==> src/rtl/addsub_pkg.sv <==
// Shared types and constants for the chunk-serial adder/subtractor.
package addsub_pkg;

    typedef enum logic {
        IDLE = 1'b0,
        RUN  = 1'b1
    } addsub_state_t;

    localparam logic ADDSUB_ADD = 1'b1;
    localparam logic ADDSUB_SUB = 1'b0;

    // Chunk counter width; a single-chunk build still needs one bit.
    function automatic int unsigned cnt_width(input int unsigned n);
        return (n > 1) ? $clog2(n) : 1;
    endfunction

endpackage

==> src/rtl/addsub_serial_chunk.sv <==
// CHUNK-bit combinational ripple slice used by addsub_serial for one step.
module addsub_chunk #(
    parameter int CHUNK = 1
) (
    input  logic [CHUNK-1:0] x,
    input  logic [CHUNK-1:0] y,
    input  logic             ci,
    output logic [CHUNK-1:0] sum,
    output logic             co,
    output logic             msb_ci
);

    logic [CHUNK:0] c;

    always_comb begin
        c    = '0;
        sum  = '0;
        c[0] = ci;
        for (int unsigned i = 0; i < CHUNK; i++) begin
            sum[i]   = x[i] ^ y[i] ^ c[i];
            c[i + 1] = (x[i] & y[i]) | (c[i] & (x[i] ^ y[i]));
        end
    end

    assign co     = c[CHUNK];
    assign msb_ci = c[CHUNK-1];

endmodule

==> src/rtl/addsub_serial.sv <==
// Chunk-serial add/subtract with start/done handshake, carry-out and signed overflow.
// Optional ADDSUB_SERIAL_SAT_EN clamps the result to signed max/min on overflow.
module addsub_serial
    import addsub_pkg::*;
#(
    parameter int WIDTH = 8,
    parameter int CHUNK = 1
) (
    input  logic             clk,
    input  logic             rst_n,
    input  logic             start,
    input  logic             a_ns,
    input  logic [WIDTH-1:0] a,
    input  logic [WIDTH-1:0] b,
    output logic             busy,
    output logic             done,
    output logic [WIDTH-1:0] s,
    output logic             cout,
    output logic             ovf
);

    localparam int NCHUNK = WIDTH / CHUNK;
    localparam int CW     = cnt_width(NCHUNK);

    if (WIDTH < 2 || CHUNK < 1 || (WIDTH % CHUNK) != 0) begin : g_bad_params
        $error("addsub_serial: WIDTH must be >= 2 and a multiple of CHUNK");
    end

    addsub_state_t    state, state_next;
    logic [CW-1:0]    cnt;
    logic [WIDTH-1:0] a_sr, b_sr;
    logic [WIDTH-1:0] b_load;
    logic [WIDTH-1:0] s_shift;
    logic             carry;
    logic             a_msb, b_msb;
    logic             accept, last;
    logic [CHUNK-1:0] chunk_sum;
    logic             chunk_co, chunk_msb_ci;
    logic             ovf_next;

    addsub_chunk #(
        .CHUNK(CHUNK)
    ) u_chunk (
        .x      (a_sr[CHUNK-1:0]),
        .y      (b_sr[CHUNK-1:0]),
        .ci     (carry),
        .sum    (chunk_sum),
        .co     (chunk_co),
        .msb_ci (chunk_msb_ci)
    );

    always_ff @(posedge clk or negedge rst_n) begin
        if (!rst_n) begin
            state <= IDLE;
        end else begin
            state <= state_next;
        end
    end

    always_comb begin
        state_next = state;
        accept     = 1'b0;
        last       = 1'b0;
        busy       = 1'b0;
        case (state)
            IDLE: begin
                if (start) begin
                    accept     = 1'b1;
                    state_next = RUN;
                end
            end
            RUN: begin
                busy = 1'b1;
                if (cnt == CW'(NCHUNK - 1)) begin
                    last       = 1'b1;
                    state_next = IDLE;
                end
            end
            default: state_next = IDLE;
        endcase
    end

    assign b_load = (a_ns == ADDSUB_SUB) ? ~b : b;

    // Result fills from the MSB side, so the final chunk lands in the top bits.
    if (NCHUNK == 1) begin : g_single
        assign s_shift = chunk_sum;
    end else begin : g_multi
        assign s_shift = {chunk_sum, s[WIDTH-1:CHUNK]};
    end

    assign ovf_next = (a_msb == b_msb) && (chunk_sum[CHUNK-1] != a_msb);

    always_ff @(posedge clk or negedge rst_n) begin
        if (!rst_n) begin
            a_sr  <= '0;
            b_sr  <= '0;
            carry <= 1'b0;
            cnt   <= '0;
            a_msb <= 1'b0;
            b_msb <= 1'b0;
            s     <= '0;
            cout  <= 1'b0;
            ovf   <= 1'b0;
            done  <= 1'b0;
        end else begin
            done <= last;
            if (accept) begin
                a_sr  <= a;
                b_sr  <= b_load;
                carry <= ~a_ns;
                cnt   <= '0;
                a_msb <= a[WIDTH-1];
                b_msb <= b_load[WIDTH-1];
            end else if (busy) begin
                a_sr  <= a_sr >> CHUNK;
                b_sr  <= b_sr >> CHUNK;
                carry <= chunk_co;
                cnt   <= cnt + CW'(1);
                s     <= s_shift;
                if (last) begin
                    cout <= chunk_co;
                    ovf  <= ovf_next;
`ifdef ADDSUB_SERIAL_SAT_EN
                    if (ovf_next) begin
                        s <= {a_msb, {(WIDTH-1){~a_msb}}};
                    end
`endif
                end
            end
        end
    end

    // Sign-bit formula must agree with carry-in/carry-out of the top bit.
    property p_ovf_consistent;
        @(posedge clk) disable iff (!rst_n)
            last |-> (ovf_next == (chunk_co ^ chunk_msb_ci));
    endproperty
    a_ovf_consistent: assert property (p_ovf_consistent);

endmodule

==> config.mk <==
export PLATFORM = sky130hd
export DESIGN_NAME = addsub_serial
export DESIGN_NICKNAME = d
export VERILOG_FILES = /design/src/rtl/addsub_pkg.sv /design/src/rtl/addsub_serial_chunk.sv /design/src/rtl/addsub_serial.sv
export SDC_FILE = /design/constraint.sdc
export NUM_CORES = 1
export LEC_CHECK = 0
export BUFFER_PORTS_ARGS = -buffer_cell sky130_fd_sc_hd__buf_4
export CAP_MARGIN = 5
export CORE_ASPECT_RATIO = 1.5
export CORE_UTILIZATION = 53
export CTS_CLUSTER_SIZE = 10
export DETAILED_ROUTE_END_ITERATION = 16
export GPL_TIMING_DRIVEN = 0
export PLACE_DENSITY = 0.77
export SLEW_MARGIN = 10
export SYNTH_ARGS = -nofsm -noshare
export SYNTH_HDL_FRONTEND = slang
export SYNTH_HIERARCHICAL = 1
export SYNTH_SLANG_ARGS = --single-unit
==> constraint.sdc <==
create_clock -name clk -period 2.1 [get_ports clk]
set_clock_uncertainty 0.15 [all_clocks]
set_input_delay 0.21 -clock clk [delete_from_list [all_inputs] [get_ports clk]]
set_output_delay 0.21 -clock clk [all_outputs]
set_load 0.01 [all_outputs]
==> metrics.txt <==
# TYPE chip_impl_metric gauge
chip_impl_info{name="run_status",value="completed"} 1
chip_impl_info{name="element_type_at_the_critical_path_start",value="flop"} 1
chip_impl_metric{name="postRouteAntennaNets",unit=""} 0
chip_impl_metric{name="cts.sink_count",unit=""} 34
chip_impl_metric{name="firstDrtPassIters",unit=""} 4
chip_impl_info{name="cts_tree",value="done"} 1
chip_impl_metric{name="rows",unit=""} 23
chip_impl_metric{name="timing.setup.tns",unit="ns"} 0
chip_impl_metric{name="utilization",unit=""} 0.701
chip_impl_metric{name="cts_hold_fix_bufs",unit=""} 1
chip_impl_metric{name="final_cells",unit=""} 202
chip_impl_metric{name="n_fill_cell",unit=""} 203
chip_impl_metric{name="drtIter0Drc",unit=""} 24
chip_impl_metric{name="switching_share",unit=""} 0.327
chip_impl_metric{name="power.clock.fraction",unit=""} 0.171
chip_impl_metric{name="synth_nets",unit=""} 151
chip_impl_metric{name="ir_worst_vdd",unit="mV"} 0.880
chip_impl_metric{name="power.combinational.fraction",unit=""} 0.387
chip_impl_metric{name="number_of_buffers_added_on_ports",unit=""} 29
chip_impl_metric{name="fmax",unit="MHz"} 594
chip_impl_metric{name="dp_cells",unit=""} 194
chip_impl_metric{name="cellPowerDensity",unit="mW/mm^2"} 1320
chip_impl_metric{name="setup_buffers_after_cts",unit=""} 0
chip_impl_metric{name="vias",unit=""} 1028
chip_impl_metric{name="area.growth.synth_to_final",unit="%"} 22.4
chip_impl_metric{name="dp_hpwl",unit="mm"} 2.11
chip_impl_metric{name="power.internal",unit="mW"} 1.70
chip_impl_metric{name="power.leakage",unit="nW"} 0.927
chip_impl_metric{name="vias_in_the_first_global_route",unit=""} 1099
chip_impl_metric{name="gr-total-overflow",unit=""} 0
chip_impl_metric{name="placeableCoreArea",unit="mm^2"} 0.00273
chip_impl_metric{name="resized_cells_post_cts",unit=""} 0
chip_impl_metric{name="antenna-diode-count",unit=""} 0
chip_impl_metric{name="dpl-instance-area",unit="mm^2"} 0.00183
chip_impl_metric{name="grt_pass1_wl",unit="mm"} 4.76
chip_impl_metric{name="inserted_clock_buffers",unit=""} 5
chip_impl_metric{name="clkSlewWorstSetupHoldPaths",unit="ns"} 0.06
chip_impl_metric{name="timing_worst_slew_pin_value",unit="ns"} 0.411
chip_impl_metric{name="i_o_pin_total",unit=""} 32
chip_impl_metric{name="worst_ep_arrival_time",unit="ns"} 1.70
chip_impl_metric{name="drv_slew",unit=""} 0
chip_impl_metric{name="grtUsageTotal",unit=""} 0.216
chip_impl_metric{name="htreeDepth",unit=""} 2
chip_impl_metric{name="fin_worst_hold_slack",unit="ns"} 0.0447
chip_impl_metric{name="dieArea",unit="mm^2"} 0.00318
chip_impl_info{name="cts_root_buffer",value="clkbuf_8"} 1
chip_impl_info{name="grt_setup_unrepaired",value="false"} 1
chip_impl_info{name="cp-end-kind",value="flop"} 1
chip_impl_info{name="hold_path_class",value="in -> reg"} 1
chip_impl_metric{name="drt-wirelength-per-cell",unit="um"} 13.9
chip_impl_metric{name="mappedNetlistArea",unit="mm^2"} 0.00157
chip_impl_metric{name="synth_cells",unit=""} 128
chip_impl_metric{name="multi_input_area",unit="um^2"} 628
chip_impl_metric{name="worstPathRequired",unit="ns"} 2.11
chip_impl_metric{name="post_synth.cell_area_avg",unit="um^2"} 12.2
chip_impl_metric{name="antenna_violations_before_repair",unit=""} 0
chip_impl_metric{name="worstPathMaxFanout",unit=""} 3
chip_impl_metric{name="post_drt_via_cell_ratio",unit=""} 5.09
chip_impl_metric{name="area.sequential",unit="um^2"} 851
chip_impl_metric{name="final_cycle_share",unit=""} 0.801
chip_impl_metric{name="buffer_levels_on_the_longest_clock_path",unit=""} 2
chip_impl_metric{name="max-cap-violations",unit=""} 0
chip_impl_metric{name="fin_nets",unit=""} 188
chip_impl_metric{name="die_x",unit="um"} 46.4
chip_impl_metric{name="p_seq_frac",unit=""} 0.442
chip_impl_metric{name="synth_warnings",unit=""} 6
chip_impl_metric{name="floorplan.initialDensity",unit=""} 0.573
chip_impl_metric{name="die_height",unit="um"} 68.6
chip_impl_metric{name="setup.reg_to_reg.worst_slack",unit="ns"} 0.42
chip_impl_metric{name="worst_slew_margin_rel",unit=""} 0.726
chip_impl_metric{name="setup_viol",unit=""} 0
chip_impl_metric{name="postLayoutCellArea",unit="mm^2"} 0.00192
chip_impl_metric{name="finalWorstPathRequiredPeriod",unit="ns"} 1.68
chip_impl_metric{name="detail_route.drc_violations",unit=""} 0
chip_impl_metric{name="clock_latency_of_the_later_clocked_register_in_the_worst_skew_pair",unit="ns"} 0.28
chip_impl_metric{name="maximum_number_of_pins_on_one_net_before_global_route_repair",unit=""} 35
chip_impl_metric{name="detail_route.wirelength",unit="mm"} 2.81
chip_impl_metric{name="finalHoldViolCount",unit=""} 0
chip_impl_info{name="critPathKind",value="reg -> reg"} 1
chip_impl_metric{name="routabilityCongestion",unit=""} 0.706
chip_impl_metric{name="switching_power",unit="mW"} 0.824
chip_impl_metric{name="share_of_cells_above_drive_strength_1",unit=""} 0.333
-- layout make-up --
cell class | count | share of cell area
repair buffers | 30 | 0.119
well taps | 37 | 0.0242
multi-input cells | 84 | 0.328
flip-flops and latches | 34 | 0.444
clock buffers | 7 | 0.0398
plain buffers | 8 | 0.0411
inverters | 2 | 0.00392
-- cells in the final DEF, fill, tap and decap left out, types with 2 or more instances in the layout --
cell type  instances
buf_6              4
buf_2              2
a22o_1             2
mux2_2            10
nand2_1           16
o21ai_0            9
ha_1               2
dfrtp_1           34
nor2_1             5
xnor2_1            8
o21ai_1            8
clkbuf_1           3
clkbuf_8           5
buf_4             29
mux2i_1           17
a21oi_1            2
-- power groups by stage --
stage               Clock [mW]  Sequential [mW]  Combinational [mW]
global placement             0             1.11               0.939
floorplan                    0             1.14               0.587
CTS                      0.446             1.12               0.990
finish                   0.431             1.11               0.974
detailed placement           0             1.13               0.985
global route             0.476             1.15                1.08
-- sequential cells by signal (all words and copies together) (netlist names), 3 cells and up --
signal  flops
s           8
a_sr        8
cnt         3
b_sr        8
-- through the flow --
step           worst slack [ns]  power, mW
3_3_place_gp              0.465       2.05
4_1_cts                   0.417       2.55
2_1_floorplan             0.560       1.72
3_5_place_dp              0.413       2.11
5_1_grt                   0.335       2.71
6_report                  0.417       2.52
-- path summary, 6_finish.rpt --
| check | depth (start not counted) | startpoint | to |
|---|---|---|---|
| min in group asynchronous | 2 | rst_n | cout |
| min reg2reg | 2 | a_sr[4] | a_sr[3] |
| min | 2 | a[7] | a_msb |
| max in group asynchronous | 2 | rst_n | s[1] |
| max reg2reg | 4 | b_sr[0] | ovf |
| max | 4 | b_sr[0] | ovf |
-- worst max-delay path, cell delays in order, from the launching register on --
cell and delay (ns):
dfrtp_1 0.41, fa_1 0.63, and3b_1 0.20, a21oi_1 0.11, a21oi_1 0.08
-- layer usage --
metal  share of wire  global-route usage  vias up
met5               0                   0        -
met4          0.0089              0.0772        0
met3           0.055              0.0755        4
met2            0.53               0.370       30
met1            0.41               0.242      490
li1                -                   -      504
No activity file was read; power rests on OpenSTA's default activity.
